<file path="config.mk">
export PLATFORM = sky130hd
export DESIGN_NAME = control_unit
export DESIGN_NICKNAME = d
export VERILOG_FILES = /design/src/rtl/control_unit.sv
export SDC_FILE = /design/constraint.sdc
export NUM_CORES = 1
export LEC_CHECK = 0
export ABC_AREA = 0
export BUFFER_PORTS_ARGS = -buffer_cell sky130_fd_sc_hd__clkbuf_2
export CORE_AREA = 2 2 39 41
export CTS_CLUSTER_DIAMETER = 30
export DETAILED_ROUTE_END_ITERATION = 6
export DIE_AREA = 0 0 41 43
export PLACE_DENSITY_LB_ADDON = 0.3
export SETUP_SLACK_MARGIN = 0.02
export SLEW_MARGIN = 25
export SYNTH_ARGS = -nofsm -noshare
export SYNTH_HDL_FRONTEND = slang
export SYNTH_SLANG_ARGS = --single-unit
</file>
<file path="constraint.sdc">
create_clock -name clk -period 1.45 [get_ports clk]
set_clock_uncertainty 0.1 [all_clocks]
set_input_delay 0 -clock clk [delete_from_list [all_inputs] [get_ports clk]]
set_output_delay 0 -clock clk [all_outputs]
set_load 0.005 [all_outputs]
</file>
<file path="src/rtl/control_unit.sv">
// Decode-stage main control unit: maps OpCode/Function to the ALU op, write
// enables and datapath selects, registered once so the bundle lands on the ID/EX boundary.
module control_unit (
    input  logic       clk,
    input  logic       rst,
    input  logic [3:0] OpCode,
    input  logic [2:0] Function,
    output logic [2:0] ALU,
    output logic       OUTLD,
    output logic       MWE,
    output logic       WE,
    output logic       S1,
    output logic       S2,
    output logic       S3,
    output logic       S4,
    output logic       S5,
    output logic       S6,
    output logic       S7,
    output logic       S8,
    output logic       S9
);

    typedef enum logic [3:0] {
        OP_RTYPE = 4'd0,
        OP_ADDI  = 4'd1,
        OP_ANDI  = 4'd2,
        OP_ORI   = 4'd3,
        OP_XORI  = 4'd4,
        OP_SLTI  = 4'd5,
        OP_LW    = 4'd6,
        OP_SW    = 4'd7,
        OP_BEQ   = 4'd8,
        OP_BNE   = 4'd9,
        OP_J     = 4'd10,
        OP_JAL   = 4'd11,
        OP_JR    = 4'd12,
        OP_OUT   = 4'd13
    } opcode_e;

    typedef enum logic [2:0] {
        ALU_ADD = 3'b000,
        ALU_SUB = 3'b001,
        ALU_AND = 3'b010,
        ALU_OR  = 3'b011,
        ALU_XOR = 3'b100,
        ALU_NOR = 3'b101,
        ALU_SLT = 3'b110,
        ALU_SLL = 3'b111
    } alu_op_e;

    typedef struct packed {
        logic [2:0] alu;
        logic       outld;
        logic       mwe;
        logic       we;
        logic       s1;
        logic       s2;
        logic       s3;
        logic       s4;
        logic       s5;
        logic       s6;
        logic       s7;
        logic       s8;
        logic       s9;
    } ctrl_t;

    ctrl_t w_dec;
    ctrl_t r_ctrl;

    always_comb begin
        // NOTE: the all-zero default comes first so every field is assigned on
        // every path (no latch), and it doubles as the NOP bundle for 14/15.
        w_dec = '0;
        case (opcode_e'(OpCode))
            OP_RTYPE: begin w_dec.alu = Function; w_dec.we = 1'b1; w_dec.s1 = 1'b1; end
            OP_ADDI:  begin w_dec.alu = ALU_ADD; w_dec.we = 1'b1; w_dec.s2 = 1'b1; w_dec.s4 = 1'b1; end
            OP_ANDI:  begin w_dec.alu = ALU_AND; w_dec.we = 1'b1; w_dec.s2 = 1'b1; end
            OP_ORI:   begin w_dec.alu = ALU_OR;  w_dec.we = 1'b1; w_dec.s2 = 1'b1; end
            OP_XORI:  begin w_dec.alu = ALU_XOR; w_dec.we = 1'b1; w_dec.s2 = 1'b1; end
            OP_SLTI:  begin w_dec.alu = ALU_SLT; w_dec.we = 1'b1; w_dec.s2 = 1'b1; w_dec.s4 = 1'b1; end
            OP_LW: begin
                w_dec.alu = ALU_ADD;
                w_dec.we  = 1'b1;
                w_dec.s2  = 1'b1;
                w_dec.s3  = 1'b1;
                w_dec.s4  = 1'b1;
            end
            OP_SW:    begin w_dec.alu = ALU_ADD; w_dec.mwe = 1'b1; w_dec.s2 = 1'b1; w_dec.s4 = 1'b1; end
            OP_BEQ:   begin w_dec.alu = ALU_SUB; w_dec.s4 = 1'b1; w_dec.s5 = 1'b1; end
            OP_BNE: begin
                w_dec.alu = ALU_SUB;
                w_dec.s4  = 1'b1;
                w_dec.s5  = 1'b1;
                w_dec.s9  = 1'b1;
            end
            OP_J:     w_dec.s6 = 1'b1;
            // Link writes PC+1 to r7, so the RF write enable rides along with S8.
            OP_JAL:   begin w_dec.s6 = 1'b1; w_dec.s8 = 1'b1; w_dec.we = 1'b1; end
            OP_JR:    w_dec.s7 = 1'b1;
            OP_OUT:   begin w_dec.outld = 1'b1; w_dec.alu = ALU_ADD; end
            default:  w_dec = '0;
        endcase
    end

    // NOTE: registered state uses non-blocking assignments; reset is sampled
    // on the clock edge and wins over any decode.
    always_ff @(posedge clk) begin
        if (rst) r_ctrl <= '0;
        else     r_ctrl <= w_dec;
    end

    assign ALU   = r_ctrl.alu;
    assign OUTLD = r_ctrl.outld;
    assign MWE   = r_ctrl.mwe;
    assign WE    = r_ctrl.we;
    assign S1    = r_ctrl.s1;
    assign S2    = r_ctrl.s2;
    assign S3    = r_ctrl.s3;
    assign S4    = r_ctrl.s4;
    assign S5    = r_ctrl.s5;
    assign S6    = r_ctrl.s6;
    assign S7    = r_ctrl.s7;
    assign S8    = r_ctrl.s8;
    assign S9    = r_ctrl.s9;

endmodule

</file>
==> impl_metrics.tcl, run 1 <==
set metrics [dict create \
    core_sq_um 1380 \
    async_flop_share 0 \
    antenna_found_initial 0 \
    start_util 0.382 \
    synth_area_sq_um 528 \
    num_antenna_cells 0 \
    hold_viol_final 0 \
    final_nets 97 \
    setup_tns_ns 0 \
    synth_cell_types 21 \
    cpMostUsedCell "dlygate4sd3_1" \
    layout_min_cycle_time_ns 1.35 \
    hpwl_um 707 \
    cts_sinks 15 \
    slew_viol_final 0 \
    slew_headroom 0.820 \
    h-tree-depth 1 \
    std_cell_rows 14 \
    syn_to_final_growth_pct 50.0 \
    synth-edff-count 0 \
    final_layout_size_suffix_gt1_frac 0.379 \
    grt_pass1_wl_um 1760 \
    clockRootBuffer "clkbuf_4" \
    critPathMaxStageDelay_ns 0.57 \
    grt_max_degree 11 \
    clkSlewWorstSetupHoldPaths_ns 0.08 \
    synth_fp_nets 60 \
    maxCapViolations 0 \
    fillCellCount 126 \
    die_x_um 41 \
    drtIter0Drc 4 \
    crit_arrival_ns 1.47 \
    setup_viol 0 \
    die_y_um 43 \
    grt_util_all_layers 0.153 \
    ir_worst_vdd_mv 0.401 \
    cts_resized 0 \
    start_kind "input pin" \
    cts_hold_buf 12 \
    worstMarginPinSlew_ns 0.267 \
    vias 483 \
    period_share 0.929 \
    largest_reg_flops 3 \
    path_max_fanout 1 \
    wl_per_cell_um 10.4 \
    slowest_stage "dlygate4sd3_1" \
    p_leak_nw 0.363 \
    syn_inst 51 \
    final_cell_mix "clkbuf_2, dfxtp_1, dlygate4sd3_1, nor2_1, nand2b_1" \
    top_level_ports 24 \
    grt_setup_unrepaired "false" \
    viasPerCell 4.69 \
    grt_pass1_vias 394 \
    place_area_sq_um 646 \
    ys_ff_latch 15 \
    drc_errors 0 \
    crit_required_ns 1.58 \
    syn_area_per_cell_sq_um 10.4 \
    worst_setup_path_end_kind "flop" \
    dp_slack_ns 0.519 \
    yosys_warnings 0 \
    finalWeightedCongestion 0.752 \
    yosys_most_used_dff "dfxtp_1" \
    crit_chain "dlygate4sd3_1, clkbuf_2, nand2b_1, a221oi_1, dlygate4sd3_1" \
    final_common_cell "clkbuf_2" \
    fin_ws_ns 0.103 \
    postLayoutCoreUtil 0.572 \
    total_power_uw 763 \
    min_path_type "in2reg" \
    ant_nets 0 \
    clockBufferDepth 2 \
    post-cts-setup-buffers 0 \
    die_area_sq_um 1760 \
    status "finished clean" \
    first_pass_iters 4 \
    power_density_nw_per_um2 964 \
    overflow 0 \
    final_area_sq_um 792 \
    io_buffers 23 \
    numCtsBuffers 3 \
    wl_um 1080 \
    max_clock_freq_mhz 743 \
    crit_type "in2reg" \
    yosysSeqAreaShare 0.569 \
    tritoncts "yes" \
]
==> routing by layer <==
layer,up-vias,track usage,share of wire
met2,18,0.222,0.49
met4,0,0.100,0.032
met1,218,0.186,0.42
li1,243,-,-
met3,4,0.0471,0.055
met5,-,0,0
==> critical path: cells and delay by family <==
family / cells / cell delay, ns
buffers and inverters: 3 / 1.18
AOI/OAI and AO/OA: 1 / 0.24
and+or+nand+nor: 1 / 0.04
==> path summary, 6_finish.rpt <==
path	startpoint	to	cells after the start
worst min-delay path	OpCode[1]	S8	3
worst max-delay path	Function[0]	ALU[0]	5
==> cells by family after synthesis <==
family / count (synthesis) / share of synthesized area
AND/OR/NAND/NOR: 26 / 0.273
flip-flops: 15 / 0.569
AO/OA/AOI/OAI: 5 / 0.111
buffers and inverters: 5 / 0.0474
==> final cells by class <==
cell class              instances  area, sq um  share of cell area
flip-flops and latches         15          300               0.379
repair buffers                 35          235               0.297
multi-input cells              31          203               0.256
clock buffers                   4         26.3              0.0332
well taps                      16         20.0              0.0253
inverters                       2         7.51             0.00948
==> where the power goes <==
| part | total, mW | internal (mW) | switching (mW) |
|---|---|---|---|
| sequential | 0.429 | 0.425 | 0.00326 |
| combinational | 0.103 | 0.0563 | 0.0469 |
| clock | 0.232 | 0.107 | 0.125 |
==> synthesized netlist by cell type (all sizes together), types with 2 or more instances <==
library cell  number  area, sq um
a211oi             2         20.0
nand2b             5         31.3
nor3               4         20.0
inv                2         7.50
or2                2         12.5
dfxtp             15          300
nor2               8         30.0
a221oi             2         23.8
buf                3         17.5
==> stage by stage <==
step	std cells	hold slack [ns]
finish	103	0.0103
detailed placement	87	0.161
global placement	87	0.157
global route	103	0.0348
CTS	103	0.00614
floorplan	51	-0.0272
No activity file was read; power rests on OpenSTA's default activity.
==> inputs of run 2 (changes only) <==
PLACE_DENSITY_LB_ADDON = 0.15   (was 0.3)
==> impl_metrics.tcl, run 2 (synthesis results as in run 1) <==
set metrics [dict create \
    status "complete, but fails checks" \
    violations "hold timing" \
    ant_nets 0 \
    slew_viol_final 0 \
    grt_pass1_vias 468 \
    core_sq_um 1380 \
    path_max_fanout 1 \
    fillCellCount 125 \
    dp_slack_ns 0.543 \
    tritoncts "yes" \
    final_layout_size_suffix_gt1_frac 0.363 \
    syn_to_final_growth_pct 57.6 \
    wl_per_cell_um 10.5 \
    drt-met1-wl_um 520 \
    wl_um 1130 \
    power_density_nw_per_um2 924 \
    clkSlewWorstSetupHoldPaths_ns 0.09 \
    whs_path_depth 3 \
    first_pass_iters 4 \
    largest_reg_flops 3 \
    slew_headroom 0.834 \
    wl_met2_um 520 \
    grt_setup_unrepaired "false" \
    final_nets 101 \
    p_leak_nw 0.380 \
    crit_required_ns 1.57 \
    start_util 0.382 \
    io_buffers 23 \
    setup_viol 0 \
    seq_power_share 0.557 \
    internal_power_uw 594 \
    highest_layer "met4" \
    final_common_cell "clkbuf_2" \
    worstMarginPinSlew_ns 0.248 \
    overflow 0 \
    setup_tns_ns 0 \
    std_cell_rows 14 \
    total_power_uw 769 \
    whs_endpoint "S2" \
    vias 497 \
    crit_type "in2reg" \
    dr_wl_met3_um 73 \
    clockBufferDepth 2 \
    max_clock_freq_mhz 727 \
    hpwl_um 681 \
    grt_util_all_layers 0.166 \
    layout_min_cycle_time_ns 1.38 \
    start_kind "input pin" \
    worst_setup_path_end_kind "flop" \
    grt_max_degree 13 \
    clockRootBuffer "clkbuf_4" \
    min_path_type "in2reg" \
    power_frac_clock 0.299 \
    crit_arrival_ns 1.50 \
    finalWeightedCongestion 0.721 \
    top_level_ports 24 \
    fin_ws_ns 0.0744 \
    maxCapViolations 0 \
    die_y_um 43 \
    h-tree-depth 1 \
    viasPerCell 4.64 \
    min-delay-start "OpCode[2]" \
    cts_sinks 15 \
    die_x_um 41 \
    switchingPower_uw 175 \
    grt_pass1_wl_um 1960 \
    drc_errors 0 \
    final_cell_mix "clkbuf_2, dlygate4sd3_1, dfxtp_1, nor2_1, nand2b_1" \
    numCtsBuffers 3 \
    hold_viol_final 1 \
    whs_ns -0.00129 \
    p_sw_frac 0.228 \
    ir_worst_vdd_mv 0.533 \
    drtIter0Drc 4 \
    pwr-share-comb 0.144 \
    period_share 0.949 \
    antenna_found_initial 0 \
    num_antenna_cells 0 \
    die_area_sq_um 1760 \
]
## run 2: cell types whose count changed in the layout (fill, tap and decap cells not counted), sizes merged
| cell | before | now |
|---|---|---|
| dlygate4sd3 | 12 | 16 |
## run 2: timing repair
action                                  4_1_cts  5_1_grt
buffers inserted                              0        0
endpoints found under the setup margin        0        1
hold buffers                                 16        1
gates resized for setup                       0        0
endpoints found under the hold margin        12        1
## run 2: critical path, cell delays in order
cell and delay [ns]:
dlygate4sd3_1 0.52, clkbuf_2 0.10, nand2b_1 0.04, a221oi_1 0.25, dlygate4sd3_1 0.58
## run 2: per-layer routing
metal	vias up	global-route usage
met5	-	0
met4	0	0.100
met3	2	0.0157
met2	19	0.247
met1	221	0.220
li1	255	-
## run 2: area by class of cell
type,instances,area [sq um],area share
clock buffers,4,26.3,0.0316
well taps,16,20.0,0.0241
flip-flops and latches,15,300,0.361
repair buffers,39,275,0.331
multi-input cells,31,203,0.244
inverters,2,7.51,0.00902
## run 2: power by group through the flow
stage	clock [mW]	sequential, mW	combinational (mW)
2_1_floorplan	0	0.441	0.0418
3_3_place_gp	0	0.438	0.0772
5_1_grt	0.262	0.430	0.123
4_1_cts	0.235	0.429	0.109
3_5_place_dp	0	0.438	0.0772
6_report	0.230	0.429	0.111
## run 2: metrics by stage
step / area, sq um / cells / utilization / hold slack [ns]
global placement: 646 / 87 / 0.467 / 0.155
detailed placement: 646 / 87 / 0.467 / 0.161
floorplan: 528 / 51 / - / -0.0272
finish: 832 / 107 / 0.601 / -0.00129
global route: 832 / 107 / 0.601 / 0.0462
CTS: 832 / 107 / 0.601 / 0.00443
## run 2: how the worst max path moves through the flow
| stage | start | to | slack, ns | depth (start not counted) |
|---|---|---|---|---|
| after floorplan | OpCode[0] | ALU[0] | 0.76 | 3 |
| after global placement | OpCode[1] | ALU[1] | 0.52 | 3 |
| after detailed placement | OpCode[1] | ALU[1] | 0.54 | 3 |
| after CTS | Function[0] | ALU[0] | 0.10 | 5 |
| after global routing | Function[0] | ALU[0] | 0.05 | 5 |
| final | Function[0] | ALU[0] | 0.07 | 5 |
